<file path="config.mk">
export PLATFORM = sky130hd
export DESIGN_NAME = dm_port_arbiter
export DESIGN_NICKNAME = d
export VERILOG_FILES = /design/src/rtl/dm_arb_pkg.sv /design/src/rtl/dm_req_check.sv /design/src/rtl/dm_port_arbiter.sv
export SDC_FILE = /design/constraint.sdc
export NUM_CORES = 1
export LEC_CHECK = 0
export CAP_MARGIN = 40
export CELL_PAD_IN_SITES_DETAIL_PLACEMENT = 0
export CELL_PAD_IN_SITES_GLOBAL_PLACEMENT = 2
export CORE_UTILIZATION = 25
export CTS_CLUSTER_DIAMETER = 40
export DETAILED_ROUTE_END_ITERATION = 12
export HOLD_SLACK_MARGIN = 0.12
export MAX_ROUTING_LAYER = met4
export PLACE_DENSITY = 0.78
export SETUP_SLACK_MARGIN = 0.1
export SKIP_LAST_GASP = 1
export SYNTH_ARGS = -nofsm -noshare
export SYNTH_HDL_FRONTEND = slang
export SYNTH_SLANG_ARGS = --single-unit
</file>
<file path="constraint.sdc">
create_clock -name clk -period 5.6 [get_ports clk]
set_clock_uncertainty 0.1 [all_clocks]
set_input_delay 1.12 -clock clk [delete_from_list [all_inputs] [get_ports clk]]
set_output_delay 1.12 -clock clk [all_outputs]
set_load 0.05 [all_outputs]
</file>
<file path="src/rtl/dm_arb_pkg.sv">
`default_nettype none
// ============================================================================
// Module   : dm_arb_pkg
// Purpose  : Shared size codes, FSM states and owner ids for the DM arbiter.
// Revision : 1.0 - initial release
// ============================================================================
package dm_arb_pkg;
    localparam logic [1:0] SZ_B = 2'b00;
    localparam logic [1:0] SZ_H = 2'b01;
    localparam logic [1:0] SZ_W = 2'b11;

    typedef enum logic [0:0] {
        IDLE  = 1'b0,
        GRANT = 1'b1
    } arb_state_t;

    typedef enum logic [0:0] {
        OWN_CPU = 1'b0,
        OWN_EXT = 1'b1
    } owner_t;
endpackage
`default_nettype wire

</file>
<file path="src/rtl/dm_req_check.sv">
`default_nettype none
// ============================================================================
// Module   : dm_req_check
// Purpose  : Flags illegal size, misalignment or out-of-range access.
// Revision : 1.0 - initial release
// ============================================================================
module dm_req_check
    import dm_arb_pkg::*;
#(
    parameter int DM_BYTES = 2048
) (
    input  logic [31:0] addr,
    input  logic [1:0]  sbhw,
    output logic        err
);
    logic [32:0] w_size;
    logic [32:0] w_last;
    logic        w_misalign;
    logic        w_bad_size;

    // Last byte computed at 33 bits so addresses near 2^32 cannot wrap into range
    always_comb begin
        w_size     = 33'd1;
        w_misalign = 1'b0;
        w_bad_size = 1'b0;
        case (sbhw)
            SZ_B: w_size = 33'd1;
            SZ_H: begin
                w_size     = 33'd2;
                w_misalign = addr[0];
            end
            SZ_W: begin
                w_size     = 33'd4;
                w_misalign = |addr[1:0];
            end
            default: w_bad_size = 1'b1;
        endcase
        w_last = {1'b0, addr} + w_size - 33'd1;
        err    = w_bad_size | w_misalign | (w_last >= 33'(DM_BYTES));
    end
endmodule
`default_nettype wire

</file>
<file path="src/rtl/dm_port_arbiter.sv">
`default_nettype none
// ============================================================================
// Module   : dm_port_arbiter
// Purpose  : Two-port data-memory arbiter, CPU priority with EXT starvation guard.
// Revision : 1.0 - initial release
// ============================================================================
module dm_port_arbiter
    import dm_arb_pkg::*;
#(
    parameter int DM_BYTES     = 2048,
    parameter int MAX_CPU_WINS = 4
) (
    input  logic        clk,
    input  logic        rst,
    input  logic        cpu_req,
    input  logic        cpu_we,
    input  logic [1:0]  cpu_sbhw,
    input  logic [31:0] cpu_addr,
    input  logic [31:0] cpu_wdata,
    output logic        cpu_ack,
    output logic        cpu_err,
    output logic [31:0] cpu_rdata,
    input  logic        ext_req,
    input  logic        ext_we,
    input  logic [1:0]  ext_sbhw,
    input  logic [31:0] ext_addr,
    input  logic [31:0] ext_wdata,
    output logic        ext_ack,
    output logic        ext_err,
    output logic [31:0] ext_rdata,
    output logic [31:0] dm_addr,
    output logic [31:0] dm_wdata,
    output logic        dm_we,
    output logic        dm_re,
    output logic [1:0]  dm_sbhw,
    input  logic [31:0] dm_rdata
);
    localparam int c_WIN_W = $clog2(MAX_CPU_WINS + 1);

    arb_state_t         r_state;
    arb_state_t         w_state_nxt;
    logic [c_WIN_W-1:0] r_win_cnt;
    owner_t             r_owner;
    logic               r_we;
    logic [1:0]         r_sbhw;
    logic [31:0]        r_addr;
    logic [31:0]        r_wdata;
    logic               w_err;
    logic               w_pick_ext;
    logic               w_contended;
    logic [31:0]        w_load;

    dm_req_check #(.DM_BYTES(DM_BYTES)) u_check (
        .addr (r_addr),
        .sbhw (r_sbhw),
        .err  (w_err)
    );

    assign w_contended = cpu_req & ext_req;
    assign w_pick_ext  = ext_req & (~cpu_req | (r_win_cnt == c_WIN_W'(MAX_CPU_WINS)));

    always_ff @(posedge clk) begin
        if (rst) r_state <= IDLE;
        else     r_state <= w_state_nxt;
    end

    // Write enable is gated by rst so a reset landing in GRANT never commits a store
    always_comb begin
        w_state_nxt = r_state;
        dm_addr     = 32'd0;
        dm_wdata    = 32'd0;
        dm_sbhw     = 2'b00;
        dm_we       = 1'b0;
        dm_re       = 1'b0;
        case (r_state)
            IDLE: begin
                if (cpu_req | ext_req) w_state_nxt = GRANT;
            end
            GRANT: begin
                w_state_nxt = IDLE;
                dm_addr     = r_addr;
                dm_wdata    = r_wdata;
                dm_sbhw     = r_sbhw;
                dm_we       = r_we & ~rst & ~w_err;
                dm_re       = ~r_we & ~w_err;
            end
        endcase
    end

    always_comb begin
        case (r_sbhw)
            SZ_B:    w_load = {24'd0, dm_rdata[7:0]};
            SZ_H:    w_load = {16'd0, dm_rdata[15:0]};
            default: w_load = dm_rdata;
        endcase
    end

    always_ff @(posedge clk) begin
        if (rst) begin
            r_win_cnt <= '0;
            r_owner   <= OWN_CPU;
            r_we      <= 1'b0;
            r_sbhw    <= 2'b00;
            r_addr    <= 32'd0;
            r_wdata   <= 32'd0;
            cpu_ack   <= 1'b0;
            cpu_err   <= 1'b0;
            cpu_rdata <= 32'd0;
            ext_ack   <= 1'b0;
            ext_err   <= 1'b0;
            ext_rdata <= 32'd0;
        end else begin
            cpu_ack <= 1'b0;
            cpu_err <= 1'b0;
            ext_ack <= 1'b0;
            ext_err <= 1'b0;
            if (!ext_req) r_win_cnt <= '0;

            if (r_state == IDLE && (cpu_req | ext_req)) begin
                if (w_pick_ext) begin
                    r_owner   <= OWN_EXT;
                    r_we      <= ext_we;
                    r_sbhw    <= ext_sbhw;
                    r_addr    <= ext_addr;
                    r_wdata   <= ext_wdata;
                    r_win_cnt <= '0;
                end else begin
                    r_owner <= OWN_CPU;
                    r_we    <= cpu_we;
                    r_sbhw  <= cpu_sbhw;
                    r_addr  <= cpu_addr;
                    r_wdata <= cpu_wdata;
                    // Guard in w_pick_ext keeps this below MAX_CPU_WINS + 1
                    if (w_contended) r_win_cnt <= r_win_cnt + c_WIN_W'(1);
                end
            end

            if (r_state == GRANT) begin
                if (r_owner == OWN_CPU) begin
                    cpu_ack <= 1'b1;
                    cpu_err <= w_err;
                    if (w_err)      cpu_rdata <= 32'd0;
                    else if (!r_we) cpu_rdata <= w_load;
                end else begin
                    ext_ack <= 1'b1;
                    ext_err <= w_err;
                    if (w_err)      ext_rdata <= 32'd0;
                    else if (!r_we) ext_rdata <= w_load;
                end
            end
        end
    end
endmodule
`default_nettype wire

</file>
**Yosys cells after proc, flatten, opt, wreduce, memory -nomap -nowiden**

Cells that the tools add are included.

- Flip-flop bits (word level): 140
- Output and inout bits: 136
- Logic and storage cells: 69

- $add $sub $neg: 3
- Order comparisons: 1
- Equality and inequality tests: 4
- Mux-type cells: 24
- Bitwise operators: 15
- Reduce and logical (&&, ||, !) cells: 9

Operators with widths:

| kind | count |
|---|---|
| 32-bit 2-to-1 mux | 6 |
| 32-bit one-hot mux with 2 select lines | 1 |
| 32-bit by 3-bit adder with 33-bit output | 1 |
| 33-bit by 12-bit >= comparator with 1-bit output (second input constant) | 1 |
| 33-bit by 1-bit subtractor with 33-bit output (second input constant) | 1 |
| 3-bit 2-to-1 mux | 4 |
| 3-bit OR reduction | 3 |
| 1-bit 2-to-1 mux | 8 |
| 1-bit NOT | 6 |
| 3-bit one-hot mux with 2 select lines | 1 |
| 3-bit AND reduction | 2 |
| 1-bit bitwise AND | 5 |
| 2-bit 2-to-1 mux | 2 |
| 1-bit OR | 4 |
| 1-bit one-hot mux with 2 select lines | 2 |
| 2-bit OR reduction | 2 |
| 3-bit by 1-bit adder with 3-bit output (second input constant) | 1 |
| 3-bit == test (second input constant) | 1 |
| 2-bit by 1-bit == test with 1-bit output (second input constant) | 1 |
| 2-bit == test (second input constant) | 1 |
| 2-bit logical NOT | 1 |
| 2-bit by 1-bit != test with 1-bit output (second input constant) | 1 |
| 1-bit logical AND | 1 |

**Longest topological paths before layout**

- Depth after elaboration: 9
- Depth in mapped cells: 19

**Hierarchy**

Synthesis repeated with hierarchy kept, for this count alone.

- Cells, all modules: 1148
- Area, all modules: 9162.5 um^2

Modules (own cells, without submodules):

| module | times used | cells each | area each (um^2) |
|---|---|---|---|
| dm_port_arbiter | 1 | 816 | 6952.9 |
| dm_req_check | 1 | 332 | 2209.6 |

**Worst setup path after synthesis**

OpenSTA, ideal clock, no wires.

- Path kind: reg2out
- From: register r_sbhw[0]
- To: output dm_re
- Data arrival time: 4222 ps
- Slack: 158 ps
- Stages on the path, launching flop included: 17
- Path buffers: 0
- Cell sequence: dfxtp_1 > nand2b_1 > ha_1 > inv_1 > ha_1 > inv_1 > fa_1 > nor2b_1 > o31ai_1 > a311oi_1 > a21oi_1 > xor2_1 > o2111ai_1 > or4_1 > nor3_1 > nand3_1 > nor3_1

- Cells in the longest elaborated chain, start to end: 9
- Elaborated cells between the ends (all ways): 15
- Classes of those cells: 2 x add/sub; 1 x order compare; 2 x eq/ne; 4 x mux; 4 x bitwise; 2 x reduce/logical

RTL lines:

| item | RTL line | source |
|---|---|---|
| start, declared | dm_port_arbiter.sv:45 | `logic [1:0] r_sbhw;` |
| start signal, assigned | dm_port_arbiter.sv:123 | `r_sbhw <= ext_sbhw;` |
| start signal, assigned | dm_port_arbiter.sv:130 | `r_sbhw <= cpu_sbhw;` |
| 2-bit == test or 2-bit by 1-bit == test with 1-bit output (tied branches) | dm_req_check.sv:26 | `case (sbhw)` |
| 3-bit one-hot mux with 2 select lines | dm_req_check.sv:26 |  |
| 32-bit by 3-bit adder with 33-bit output | dm_req_check.sv:38 | `w_last = {1'b0, addr} + w_size - 33'd1;` |
| 33-bit by 1-bit subtractor with 33-bit output | dm_req_check.sv:38 |  |
| 33-bit by 12-bit >= comparator with 1-bit output | dm_req_check.sv:39 | `err = w_bad_size \| w_misalign \| (w_last >= 33'(DM_BYTES));` |
| 1-bit OR (*) | dm_req_check.sv:39 |  |
| 1-bit NOT (*) | dm_port_arbiter.sv:85 | `dm_re = ~r_we & ~w_err;` |
| 1-bit bitwise AND (*) | dm_port_arbiter.sv:85 |  |
| 1-bit 2-to-1 mux (*) | dm_port_arbiter.sv:75 | `case (r_state)` |
| end, declared | dm_port_arbiter.sv:34 | `output logic dm_re,` |

Every way passes the cells marked *; elsewhere a longest branch is shown, timed or not.

**Final worst setup path**

- From: register r_sbhw[1]
- To: output dm_re

Same word-level chain as after synthesis.

==> results_dict.tcl <==
set metrics [dict create \
    grtUsageTotal_pct 17.9 \
    ys_seq_area_share_pct 33.4 \
    grt_pass1_wl_mm 45.5 \
    synth_fp_nets 1221 \
    io_buffers 305 \
    tns_ns 0 \
    utilization_pct 38.5 \
    r2r_setup_slack_ns 0.92 \
    grtUsageMet3_pct 4.13 \
    hold_viol 0 \
    drc 0 \
    multi_input_area_mm2 0.00518 \
    die_h_um 185 \
    path_class "reg2out" \
    vdd_drop_max_v 0.000210 \
    cap_violations 0 \
    yosys.area.top_type "dfxtp_1" \
    grt_use_met2_pct 27.1 \
    post-route-period-util_pct 94.3 \
    grt_pass1_vias 7754 \
    grt_max_degree 76 \
    gr-total-overflow 0 \
    p_leak_nw 5.03 \
    worst-path-max-fanout 3 \
    netlist_area_mm2 0.00840 \
    synth_edf_count 0 \
    core_area_mm2 0.0328 \
    ys.flop_type "dfxtp_1" \
    drt-total-wl_mm 30.4 \
    htree_levels 4 \
    worst_slew_pin_slew_ns 0.780 \
    vias 8089 \
    final_common_cell "clkdlybuf4s50_1" \
    drt_iter0_markers 481 \
    clk_pin_slew_ns 0.07 \
    clk_latency_ns 0.43 \
    numCtsBuffers 17 \
    gr-max-usage-layer "met2" \
    ys_ff_latch 140 \
    most-common-layout-cells "clkdlybuf4s50_1 (302), dfxtp_1 (139), mux2i_1 (135)" \
    nets 1500 \
    clockBufferDepth 2 \
    wire_per_inst_um 17.3 \
    report.power.total_mw 3.24 \
    antenna_found_initial 0 \
    die_area_mm2 0.0343 \
    met1_usage_pct 23.3 \
    power_density_mw_per_mm2 257 \
    critPathArrivalTime_ns 4.06 \
    start_util_pct 25.6 \
    hpwl_mm 23.2 \
    cts_root_buffer "clkbuf_16" \
    cp.required_ns 4.38 \
    path_cells "nand2b_1, ha_1, inv_1, ha_2, inv_1, fa_2, nor2b_1, o31ai_2, a311oi_2, buf_4, a21oi_2, xor2_1, o2111ai_1, or4_4, nor3_4, nand3_2, nor3_4, clkbuf_16" \
    synth.avg_cell_area_um2 8.29 \
    synthArstFlopShare_pct 0 \
    area.growth.synth_to_final_pct 50.0 \
    outcome "finished clean" \
    register_area_mm2 0.00281 \
    gp_congestion 0.866 \
    setup_viol 0 \
    synth_area_leaders "dfxtp_1 (33%), mux2i_1 (16%), o21ai_0 (5.6%), nand2b_1 (5.6%), ha_1 (5.4%)" \
    synth_top_area_share_pct 33.4 \
    ys_types 68 \
    top_level_ports 306 \
    cts_tree "yes" \
    end_kind "output pin" \
    cpMaxStageDelayCell "or4_4" \
    hp-class "reg2reg" \
    firstDrtPassIters 5 \
    drv_slew 0 \
    rsz0062_at_grt "no" \
    drive_gt1_share_pct 6.58 \
    fin_crit_ns 5.28 \
    nFillCells 3395 \
    row_count 66 \
    slowest_delay_ns 0.57 \
    path_buf_inv 4 \
    crit_family "simple AND/OR/NAND/NOR gates" \
    clock-sinks 140 \
    slew_headroom_pct 47.9 \
    yosys_warnings 0 \
    fmax_mhz 189 \
    die-width_um 185 \
    hold_buffers 0 \
    via_per_inst 4.62 \
    start_kind "flip-flop" \
    drtAntennaViolNets 0 \
    netlist_instances 1014 \
]
[sequential cells by signal (all words and copies together) (netlist names), 2 cells and up]
register and count:
cpu_rdata 32, ext_rdata 32, r_addr 32, r_wdata 32, r_win_cnt 3, r_sbhw 2
[tightest hold or removal path: cells and delay by family (launching register included)]
family          cells  cell delay [ns]
compound gates      1             0.05
simple gates        1             0.04
flops               1             0.32
[per-stage QoR]
| step | cell area, um2 | cells | hold slack [ns] | worst slack, ns |
|---|---|---|---|---|
| global route | 12600 | 1748 | 0.367 | 0.106 |
| global placement | 11800 | 1711 | 0.325 | 0.432 |
| CTS | 12500 | 1745 | 0.352 | 0.116 |
| detailed placement | 11900 | 1713 | 0.335 | 0.409 |
| floorplan | 8400 | 1014 | 0.317 | 0.158 |
| finish | 12600 | 1750 | 0.345 | 0.317 |
[worst paths after layout]
path	startpoint	cells past startpoint	endpoint
max	r_sbhw[1]	18	dm_re
min	r_wdata[6]	2	r_wdata[6]
max reg2reg	r_sbhw[1]	19	cpu_rdata[4]
min reg2reg	r_wdata[6]	2	r_wdata[6]
[power by group]
group          switching, mW  internal, mW  leakage [nW]
clock network          0.570         0.611         0.301
registers             0.0286          1.04          1.14
logic                  0.566         0.422          3.58
total                   1.16          2.07          5.03
[Yosys cell counts (all sizes together) (3+ instances only)]
library cell and n:
or3b 3, a21o 4, and2 38, xnor2 5
nand4b 8, nand2b 75, or4 4, a21oi 35
mux2i 135, a31oi 6, dfxtp 140, buf 23
o31ai 3, nand3 21, nor3 13, nand3b 9
nor2b 6, and4 3, nor2 64, o21bai 3
o211ai 6, nand2 111, xor2 3, nand4 6
ha 36, and3 4, o2111ai 7, inv 49
or2 4, o21a 3, or3 6, clkbuf 42
a211oi 11, o21ai 96
[cell families after synthesis]
| family | Yosys count | synth area share (%) |
|---|---|---|
| AO/OA/AOI/OAI | 198 | 14.5 |
| flip-flops | 140 | 33.4 |
| adder cells (fa/ha/maj) | 37 | 5.60 |
| multiplexers | 136 | 16.2 |
| AND/OR/NAND/NOR | 381 | 23.5 |
| XOR/XNOR | 8 | 0.834 |
| buffers and inverters | 114 | 6.08 |
[final cells by class]
type                    count  share of cell area, %
multi-input cells         760                   41.1
diodes                      2                 0.0397
inverters                  49                   1.46
well taps                 442                   4.39
clock inverters            15                   1.56
clock buffers              17                   3.37
flip-flops and latches    140                   22.3
repair buffers            325                   25.8
[routing by layer]
| metal | wire length, um | vias up |
|---|---|---|
| li1 | - | 4088 |
| met1 | 14000 | 3690 |
| met2 | 13500 | 279 |
| met3 | 2190 | 32 |
| met4 | 616 | 0 |
| met5 | 0 | - |
[timing repair]
item	4_1_cts	5_1_grt
resized for setup	3	19
pin swaps	1	7
endpoints found under the setup margin	2	2
gates cloned	0	0
setup buffers	0	3
Power figures use the tool's default switching activity.
